### config.mk
export PLATFORM = sky130hd
export DESIGN_NAME = tx_frame_ctrl_flat
export DESIGN_NICKNAME = d
export VERILOG_FILES = /design/src/rtl/tx_ctrl_pkg.sv /design/src/rtl/tx_frame_ctrl_if.sv /design/src/rtl/tx_cfg_shadow.sv /design/src/rtl/tx_frame_ctrl.sv /design/src/flat_wrapper.sv
export SDC_FILE = /design/constraint.sdc
export NUM_CORES = 1
export LEC_CHECK = 0
export CAP_MARGIN = 20
export CORE_ASPECT_RATIO = 2
export CORE_UTILIZATION = 40
export CTS_CLUSTER_DIAMETER = 150
export DETAILED_ROUTE_END_ITERATION = 16
export PLACE_DENSITY = 0.69
export SLEW_MARGIN = 10
export SYNTH_ARGS = -nofsm -noshare
export SYNTH_HDL_FRONTEND = slang
export SYNTH_HIERARCHICAL = 1
export SYNTH_SLANG_ARGS = --single-unit
### constraint.sdc
create_clock -name clk -period 2.3 [get_ports clk]
set_clock_uncertainty 0.1 [all_clocks]
set_input_delay 0.46 -clock clk [delete_from_list [all_inputs] [get_ports clk]]
set_output_delay 0.46 -clock clk [all_outputs]
set_load 0.01 [all_outputs]
### src/rtl/tx_ctrl_pkg.sv
// Shared types and frame defaults for the Tx frame sequencer.
// Frame geometry defaults match the mapper include.
package tx_ctrl_pkg;

  localparam int FRAME_SYMB_DEF = 50;
  localparam int N_PREAM_DEF    = 2;
  localparam int SYM_W          = 6;

  typedef enum logic [1:0] {
    IDLE,
    WAIT_DATA,
    RUN,
    STOPPING
  } tx_state_t;

  typedef struct packed {
    logic [2:0] M;
    logic [3:0] ss;
    logic [2:0] bw;
  } tx_cfg_t;

endpackage

### src/rtl/tx_frame_ctrl_if.sv
// Config write handshake between host and the frame sequencer.
// The host drives the fields and the strobe, and the sequencer returns ready.
interface tx_frame_ctrl_if;

  logic       cfg_valid;
  logic       cfg_ready;
  logic [2:0] cfg_M;
  logic [3:0] cfg_ss;
  logic [2:0] cfg_bw;

  modport master (
    output cfg_valid,
    output cfg_M,
    output cfg_ss,
    output cfg_bw,
    input  cfg_ready
  );

  modport slave (
    input  cfg_valid,
    input  cfg_M,
    input  cfg_ss,
    input  cfg_bw,
    output cfg_ready
  );

endinterface

### src/rtl/tx_cfg_shadow.sv
// Shadow/active config pair with a single-entry pending handshake.
// Active only changes on the apply strobe.
module tx_cfg_shadow
  import tx_ctrl_pkg::*;
(
  input  logic    clk,
  input  logic    rst,
  input  logic    wr_valid,
  input  tx_cfg_t wr_cfg,
  input  logic    apply,
  output logic    wr_ready,
  output tx_cfg_t active
);

  logic    pending;
  logic    wr_take;
  tx_cfg_t shadow;

  assign wr_take  = wr_valid && !pending;
  assign wr_ready = !pending;

  // A write landing with apply wins the pending bit; active takes the old shadow.
  always_ff @(posedge clk) begin
    if (rst) begin
      pending <= 1'b0;
      shadow  <= '0;
      active  <= '0;
    end else begin
      if (wr_take) begin
        shadow <= wr_cfg;
      end
      if (apply) begin
        active <= shadow;
      end
      if (wr_take) begin
        pending <= 1'b1;
      end else if (apply) begin
        pending <= 1'b0;
      end
    end
  end

endmodule

### src/rtl/tx_frame_ctrl.sv
// Frame sequencer for the Tx OFDM mapper: start/stop at frame granularity,
// per-symbol data/filler decision and frame-aligned config updates.
module tx_frame_ctrl
  import tx_ctrl_pkg::*;
#(
  parameter int FRAME_SYMB    = FRAME_SYMB_DEF,
  parameter int N_PREAM       = N_PREAM_DEF,
  parameter int DATA_PER_SYMB = 600,
  parameter int PREFILL       = 1200,
  parameter int LVL_W         = 12
) (
  input  logic                clk,
  input  logic                rst,
  input  logic                start,
  input  logic                stop,
  tx_frame_ctrl_if.slave      cfg,
  input  logic [LVL_W-1:0]    fifo_level,
  input  logic                map_oeop,
  output logic                enable,
  output logic                ready_frame,
  output logic                data_off,
  output logic [2:0]          index_M,
  output logic [3:0]          index_ss,
  output logic [2:0]          index_bw,
  output logic [SYM_W-1:0]    sym_idx,
  output logic                busy,
  output logic [15:0]         underflow_cnt
);

  tx_state_t        state_q;
  tx_state_t        state_d;
  logic             apply;
  logic             run;
  logic             sym_tick;
  logic             boundary;
  logic             pre_nx;
  logic             have_data;
  logic             prefilled;
  logic [SYM_W-1:0] sym_q;
  logic [SYM_W-1:0] sym_nx;
  logic             rf_q;
  logic             doff_q;
  logic [15:0]      uf_q;
  tx_cfg_t          wr_cfg;
  tx_cfg_t          act_cfg;

  assign wr_cfg = '{M: cfg.cfg_M, ss: cfg.cfg_ss, bw: cfg.cfg_bw};

  tx_cfg_shadow u_shadow (
    .clk      (clk),
    .rst      (rst),
    .wr_valid (cfg.cfg_valid),
    .wr_cfg   (wr_cfg),
    .apply    (apply),
    .wr_ready (cfg.cfg_ready),
    .active   (act_cfg)
  );

  assign run       = (state_q == RUN) || (state_q == STOPPING);
  assign sym_tick  = run && map_oeop;
  assign boundary  = sym_tick && (sym_q == SYM_W'(FRAME_SYMB - 1));
  assign sym_nx    = boundary ? '0 : sym_q + 1'b1;
  assign pre_nx    = sym_nx < SYM_W'(N_PREAM);
  assign have_data = fifo_level >= LVL_W'(DATA_PER_SYMB);
  assign prefilled = fifo_level >= LVL_W'(PREFILL);

  always_ff @(posedge clk) begin
    if (rst) begin
      state_q <= IDLE;
    end else begin
      state_q <= state_d;
    end
  end

  always_comb begin
    state_d = state_q;
    apply   = 1'b0;
    unique case (state_q)
      IDLE: begin
        if (start && !stop) begin
          apply   = 1'b1;
          state_d = WAIT_DATA;
        end
      end
      WAIT_DATA: begin
        if (stop) begin
          state_d = IDLE;
        end else if (prefilled) begin
          state_d = RUN;
        end
      end
      RUN: begin
        apply = boundary;
        if (stop) begin
          state_d = STOPPING;
        end
      end
      STOPPING: begin
        apply = boundary;
        if (boundary) begin
          state_d = IDLE;
        end
      end
      default: state_d = IDLE;
    endcase
  end

  // Decision for the upcoming symbol is latched on its end-of-symbol pulse.
  always_ff @(posedge clk) begin
    if (rst) begin
      sym_q  <= '0;
      rf_q   <= 1'b0;
      doff_q <= 1'b0;
      uf_q   <= '0;
    end else if (!run || state_d == IDLE) begin
      sym_q  <= '0;
      rf_q   <= 1'b0;
      doff_q <= 1'b0;
    end else if (sym_tick) begin
      sym_q <= sym_nx;
      if (pre_nx) begin
        rf_q   <= 1'b0;
        doff_q <= 1'b0;
      end else if (have_data) begin
        rf_q   <= 1'b1;
        doff_q <= 1'b0;
      end else begin
        rf_q   <= 1'b0;
        doff_q <= 1'b1;
        if (uf_q != 16'hFFFF) begin
          uf_q <= uf_q + 16'd1;
        end
      end
    end
  end

  assign enable        = run;
  assign busy          = state_q != IDLE;
  assign sym_idx       = sym_q;
  assign ready_frame   = rf_q;
  assign data_off      = doff_q;
  assign underflow_cnt = uf_q;
  assign index_M       = act_cfg.M;
  assign index_ss      = act_cfg.ss;
  assign index_bw      = act_cfg.bw;

endmodule

### src/flat_wrapper.sv
// flat-port wrapper written by rule: the top's interface ports become plain ports
module tx_frame_ctrl_flat import tx_ctrl_pkg::*;
#(
  parameter int FRAME_SYMB    = FRAME_SYMB_DEF,
  parameter int N_PREAM       = N_PREAM_DEF,
  parameter int DATA_PER_SYMB = 600,
  parameter int PREFILL       = 1200,
  parameter int LVL_W         = 12
)
  (clk, rst, start, stop, fifo_level, map_oeop, enable, ready_frame, data_off, index_M, index_ss, index_bw, sym_idx, busy, underflow_cnt, cfg_cfg_valid, cfg_cfg_M, cfg_cfg_ss, cfg_cfg_bw, cfg_cfg_ready);
  tx_frame_ctrl_if cfg_i ();
  input  logic clk;
  input  logic rst;
  input  logic start;
  input  logic stop;
  input  logic [LVL_W-1:0] fifo_level;
  input  logic map_oeop;
  output logic enable;
  output logic ready_frame;
  output logic data_off;
  output logic [2:0] index_M;
  output logic [3:0] index_ss;
  output logic [2:0] index_bw;
  output logic [SYM_W-1:0] sym_idx;
  output logic busy;
  output logic [15:0] underflow_cnt;
  input wire logic [$bits(cfg_i.cfg_valid)-1:0] cfg_cfg_valid;
  input wire logic [$bits(cfg_i.cfg_M)-1:0] cfg_cfg_M;
  input wire logic [$bits(cfg_i.cfg_ss)-1:0] cfg_cfg_ss;
  input wire logic [$bits(cfg_i.cfg_bw)-1:0] cfg_cfg_bw;
  output wire logic [$bits(cfg_i.cfg_ready)-1:0] cfg_cfg_ready;
  assign cfg_i.cfg_valid = cfg_cfg_valid;
  assign cfg_i.cfg_M = cfg_cfg_M;
  assign cfg_i.cfg_ss = cfg_cfg_ss;
  assign cfg_i.cfg_bw = cfg_cfg_bw;
  assign cfg_cfg_ready = cfg_i.cfg_ready;
  tx_frame_ctrl #(.FRAME_SYMB(FRAME_SYMB), .N_PREAM(N_PREAM), .DATA_PER_SYMB(DATA_PER_SYMB), .PREFILL(PREFILL), .LVL_W(LVL_W)) u_core (.clk(clk), .rst(rst), .start(start), .stop(stop), .cfg(cfg_i), .fifo_level(fifo_level), .map_oeop(map_oeop), .enable(enable), .ready_frame(ready_frame), .data_off(data_off), .index_M(index_M), .index_ss(index_ss), .index_bw(index_bw), .sym_idx(sym_idx), .busy(busy), .underflow_cnt(underflow_cnt));
endmodule
Yosys cells after proc, flatten, opt, wreduce, memory -nomap -nowiden:

Index checks and enable logic that the tools add are counted.

* add/sub/neg operators: 2
* multiplexer cells: 15
* $lt $le $gt $ge: 3
* bitwise logic cells: 3
* reduce and logical (&&, ||, !) cells: 16
* equal/unequal tests: 5

Operators with widths (count)
* $add 16x1->16 const B: 1
* $ne 16x16->1 const B: 1
* $ge 12x10->1 const B: 1
* $ge 12x11->1 const B: 1
* $mux 2: 5
* $pmux 2 s4: 1
* $mux 1: 7
* $add 6x1->6 const B: 1
* $eq 6x6->1 const B: 1
* $lt 6x2->1 const B: 1
* $mux 6: 1
* $reduce_and 5->1: 1
* $eq 2x2->1 const B: 2
* $logic_and 1x1->1: 4
* $logic_not 2->1: 2
* $reduce_bool 2->1: 2
* $reduce_or 2->1: 2
* $logic_not 1->1: 3
* $not 1->1: 3
* $eq 2x1->1 const B: 1
* $logic_or 1x1->1: 2
* $pmux 1 s2: 1

* flip-flop bits (word level): 47
* logic and storage cells: 56
* output and inout bits: 37

Longest topological paths before layout:

* word-level depth: 10
* mapped depth: 8
* depth with buffers taken out: 6

By module:

The synthesis kept the hierarchy.

Modules (own cells, without submodules)
* tx_frame_ctrl: cells an instance 182, instances 1, area an instance 1487.7 µm²
* tx_cfg_shadow: cells an instance 82, instances 1, area an instance 862.1 µm²

Least setup slack after synthesis:

No wires, ideal clock.

* kind: register to register
* start: register u_core.sym_q[1] (netlist: u_core/sym_idx[1])
* end: register u_core.uf_q[5] (netlist: u_core/underflow_cnt[5])
* buffers on the path: 1
* required time: 2.077 ns
* setup time: 0.123 ns
* data arrival time: 1.957 ns
* path slack: 0.119 ns
* stages on the path, launching flop included: 8
* path through: dfxtp_1 > inv_1 > ha_1 > a31o_1 > a311o_1 > buf_6 > nor4_1 > mux2_1

* cells in the longest elaborated chain, start to end: 8
* elaborated cells between the ends (all ways): 12
* those cells by class: add/sub: 1; order compare: 1; eq/ne: 1; mux: 3; bitwise: 2; reduce/logical: 4

RTL lines
* start, declared: RTL line tx_frame_ctrl.sv:39 `logic [SYM_W-1:0] sym_q;`
* start signal, assigned: RTL line tx_frame_ctrl.sv:120 `sym_q <= sym_nx;`
* branches (longest 7 deep; another with $add 6x1->6)
* $reduce_and 5->1 (no source line) *
* end signal, assigned: RTL line tx_frame_ctrl.sv:131 `uf_q <= uf_q + 16'd1;`
* end, declared: RTL line tx_frame_ctrl.sv:43 `logic [15:0] uf_q;`

Every way passes the cells marked *.
A chain may end at the register's enable or synchronous reset.

Worst setup path in the final report:

* start: register u_core.uf_q[8] (netlist: u_core/underflow_cnt[8])
* end: register u_core.uf_q[3] (netlist: u_core/underflow_cnt[3])

* cells in the longest elaborated chain, start to end: 2

RTL lines
* $ne 16x16->1: RTL line tx_frame_ctrl.sv:130 `if (uf_q != 16'hFFFF) begin`
* $reduce_and 5->1 (no source line)

Every way passes these cells.

==> summary.md <==
| Metric | Value |
|---|---|
| Power share of the combinational group | `0.096` |
| Final WL | `6400 um` |
| Final GP Congestion | `0.847` |
| Clk root buf | `clkbuf_16` |
| ANT nets after route | `0` |
| # nets final | `381` |
| Global-route wire length before repair | `10200 um` |
| Sw Ratio | `0.219` |
| Largest family of logic cells by synthesized area | `simple AND/OR/NAND/NOR gates` |
| Sink Count | `47` |
| Top FF cell, synth | `dfxtp_1` |
| Antenna violations before repair | `0` |
| Clock latency on the worst-skew pair | `290 ps` |
| CP max FO | `6` |
| Number of I/O pins | `65` |
| Setup repair after global routing missed its margin | `false` |
| Outcome | `finished, final reports clean` |
| Largest net degree at the start of global routing | `26` |
| Pwr Density | `511 mW/mm2` |
| Period minus WS final | `2220 ps` |
| Grt ovf | `0` |
| Reported max-cap violation count | `0` |
| Final hold violation count | `0` |
| Initial Utilization | `0.415` |
| ANT cells | `0` |
| CTS H-tree depth | `2` |
| Core area | `0.00566 mm2` |
| Min-delay worst type | `register to register` |
| Post-DP Area | `0.00319 mm2` |
| Fmax | `451 MHz` |
| Post-synth cell types | `48` |
| Final worst path period share | `0.964` |
| Max VDD drop | `0.691 mV` |
| Clk buf depth | `2` |
| Multi-input combinational cell area | `0.00134 mm2` |
| Startpoint type of the worst setup path | `register` |
| Die Y | `110 um` |
| Post-synthesis sequential area ratio | `0.400` |
| Layout cells sized above 1 | `0.168` |
| TritonRoute pass-1 iters | `4` |
| Cts bufs inserted | `5` |
| Final instance area | `0.00349 mm2` |
| Seq pwr share | `0.473` |
| DRC | `0` |
| Synth Area in Compound Gates | `0.168` |
| Post-Syn Nets | `295` |
| Row count | `39` |
| Vias per Instance | `5.66` |
| Critical Path RT | `2430 ps` |
| Die X | `56.2 um` |
| Clock Pin Slew Worst Setup and Hold Paths | `60 ps` |
| Simple logic cell fraction of the synthesized area | `0.292` |
| Vias in the first global route | `2226` |
| Syn_area_per_cell | `8.90 um2` |
| Die area | `0.00620 mm2` |
| Post-Synth XOR/XNOR Area | `0.00373` |
| Total power | `1780 uW` |
| EDFF count, synth | `0` |
| Synth Area in Adders | `0.0160` |
| Crit. End Element | `register` |
| Reg2Reg Setup Slack | `80 ps` |
| Internal power | `1390 uW` |
| Worst rel slew slack | `0.724` |
| Switching power | `391 uW` |
| All-Layer GR Usage | `0.210` |
| YS warnings | `6` |
| Worst EP arrival | `2340 ps` |
| Area grow syn2layout | `48.6%` |
| Syn Std Cell Area | `0.00235 mm2` |
| DP Wirelength | `4480 um` |
| Max Slew Vio Count | `0` |
| Leak | `0.00135 uW` |
| Multiplexer share of the synthesized area | `0.0666` |
| I/O Buffers | `61` |
| Avg WL per Cell | `15.5 um` |
| Setup_tns | `0 ps` |
| Filler cells | `483` |
| CTS tree | `built` |
| Starting DRT DRC Count | `84` |
| Clock network power share | `0.432` |
| Cells after Synth | `264` |
| Kind of critical path | `register to register` |
| Final setup violation count | `0` |
| Worst Max-Slew Pin Slew | `410 ps` |
| Seq. cell area | `941 um2` |
| Asr flop ratio synth | `0` |
| Vias | `2333` |
| WHS | `359 ps` |
| Seq cells post-synth | `47` |
[state kept, by name (all words and copies together), names as in the netlist]
signal                   flops
u_core/underflow_cnt        16
u_core/u_shadow/shadow      10
u_core/data_off              1
u_core/u_shadow/pending      1
u_core/state_q               2
u_core/sym_idx               6
u_core/u_shadow/active      10
u_core/ready_frame           1
[placed cells by master, fill, tap and decap left out, types with 10 or more instances in the layout]
master           synthesis  final
clkdlybuf4s50_1          0     51
nand4bb_1               10     10
a21oi_1                 23     19
dfxtp_1                 47     47
nand2b_1                11     11
nor2_1                  26     26
mux2i_1                 10     10
buf_4                    4     29
o21ai_1                 13     14
nand2_1                 15     15
[synth_stat cells, types with 7 or more instances]
library cell   n  share of area
nand2b_1      11          0.029
dfxtp_1       47           0.40
a21oi_1       23          0.049
nand4bb_1     10          0.048
nand3_1        9          0.019
mux2i_1       10          0.043
o31ai_1        9          0.029
nor2b_1        7          0.019
nor2_1        26          0.042
or4_1          9          0.029
nand2_1       15          0.024
o21ai_1       13          0.028
[final timing paths]
| path | startpoint | cells after the start | to |
|---|---|---|---|
| worst max register to register | u_core/underflow_cnt[8] | 7 | u_core/underflow_cnt[3] |
| worst max-delay path | u_core/underflow_cnt[8] | 7 | u_core/underflow_cnt[3] |
| worst min-delay path | u_core/data_off | 2 | u_core/data_off |
| worst min register to register | u_core/data_off | 2 | u_core/data_off |
[metal layers]
metal	GRT usage	part of all wire
met5	0	0
met4	0.0976	0.027
met3	0.0432	0.047
met2	0.414	0.55
met1	0.204	0.38
[logic make-up (layout without fill, tap and decap cells)]
family,count (synthesis),in the layout
AO/OA/AOI/OAI,62,62
XOR/XNOR,1,1
adder cells (fa/ha/maj),3,3
buffers and inverters,21,108
flip-flops,47,47
multiplexers,15,15
AND/OR/NAND/NOR,115,115
[critical path, stage by stage (launching register included)]
cell	delay (ps)
dfxtp_1	340
and4_4	220
and3_2	240
a311o_1	370
buf_6	140
buf_12	120
or4_4	470
a21oi_2	150
[area by class of cell]
type / count / share of cell area
multi-input cells: 196 / 0.382
repair buffers: 96 / 0.276
flip-flops and latches: 47 / 0.269
clock buffers: 7 / 0.0437
well taps: 61 / 0.0219
inverters: 4 / 0.00430
clock inverters: 1 / 0.00215
[what timing repair did]
action                     CTS  global route
resized for setup            6            21
setup endpoints to repair    2            13
gates cloned                 2             0
pin swaps                    5            11
setup buffers                1             1
hold buffers                 0             0
[power by group through the flow]
| stage | Combinational [uW] | Clock, uW | Sequential (uW) |
|---|---|---|---|
| 5_1_grt | 186 | 814 | 845 |
| 6_report | 171 | 771 | 844 |
| 4_1_cts | 174 | 793 | 843 |
| 3_5_place_dp | 172 | 0 | 862 |
| 3_3_place_gp | 170 | 0 | 861 |
| 2_1_floorplan | 83.4 | 0 | 861 |
[per-stage QoR]
stage                util  setup WS, ps  std cells
floorplan               -           119        264
finish              0.617          81.8        412
detailed placement  0.563          -346        400
global route        0.617          24.5        412
global placement    0.563          -289        400
CTS                 0.605         0.675        411
Power figures use the tool's default switching activity.
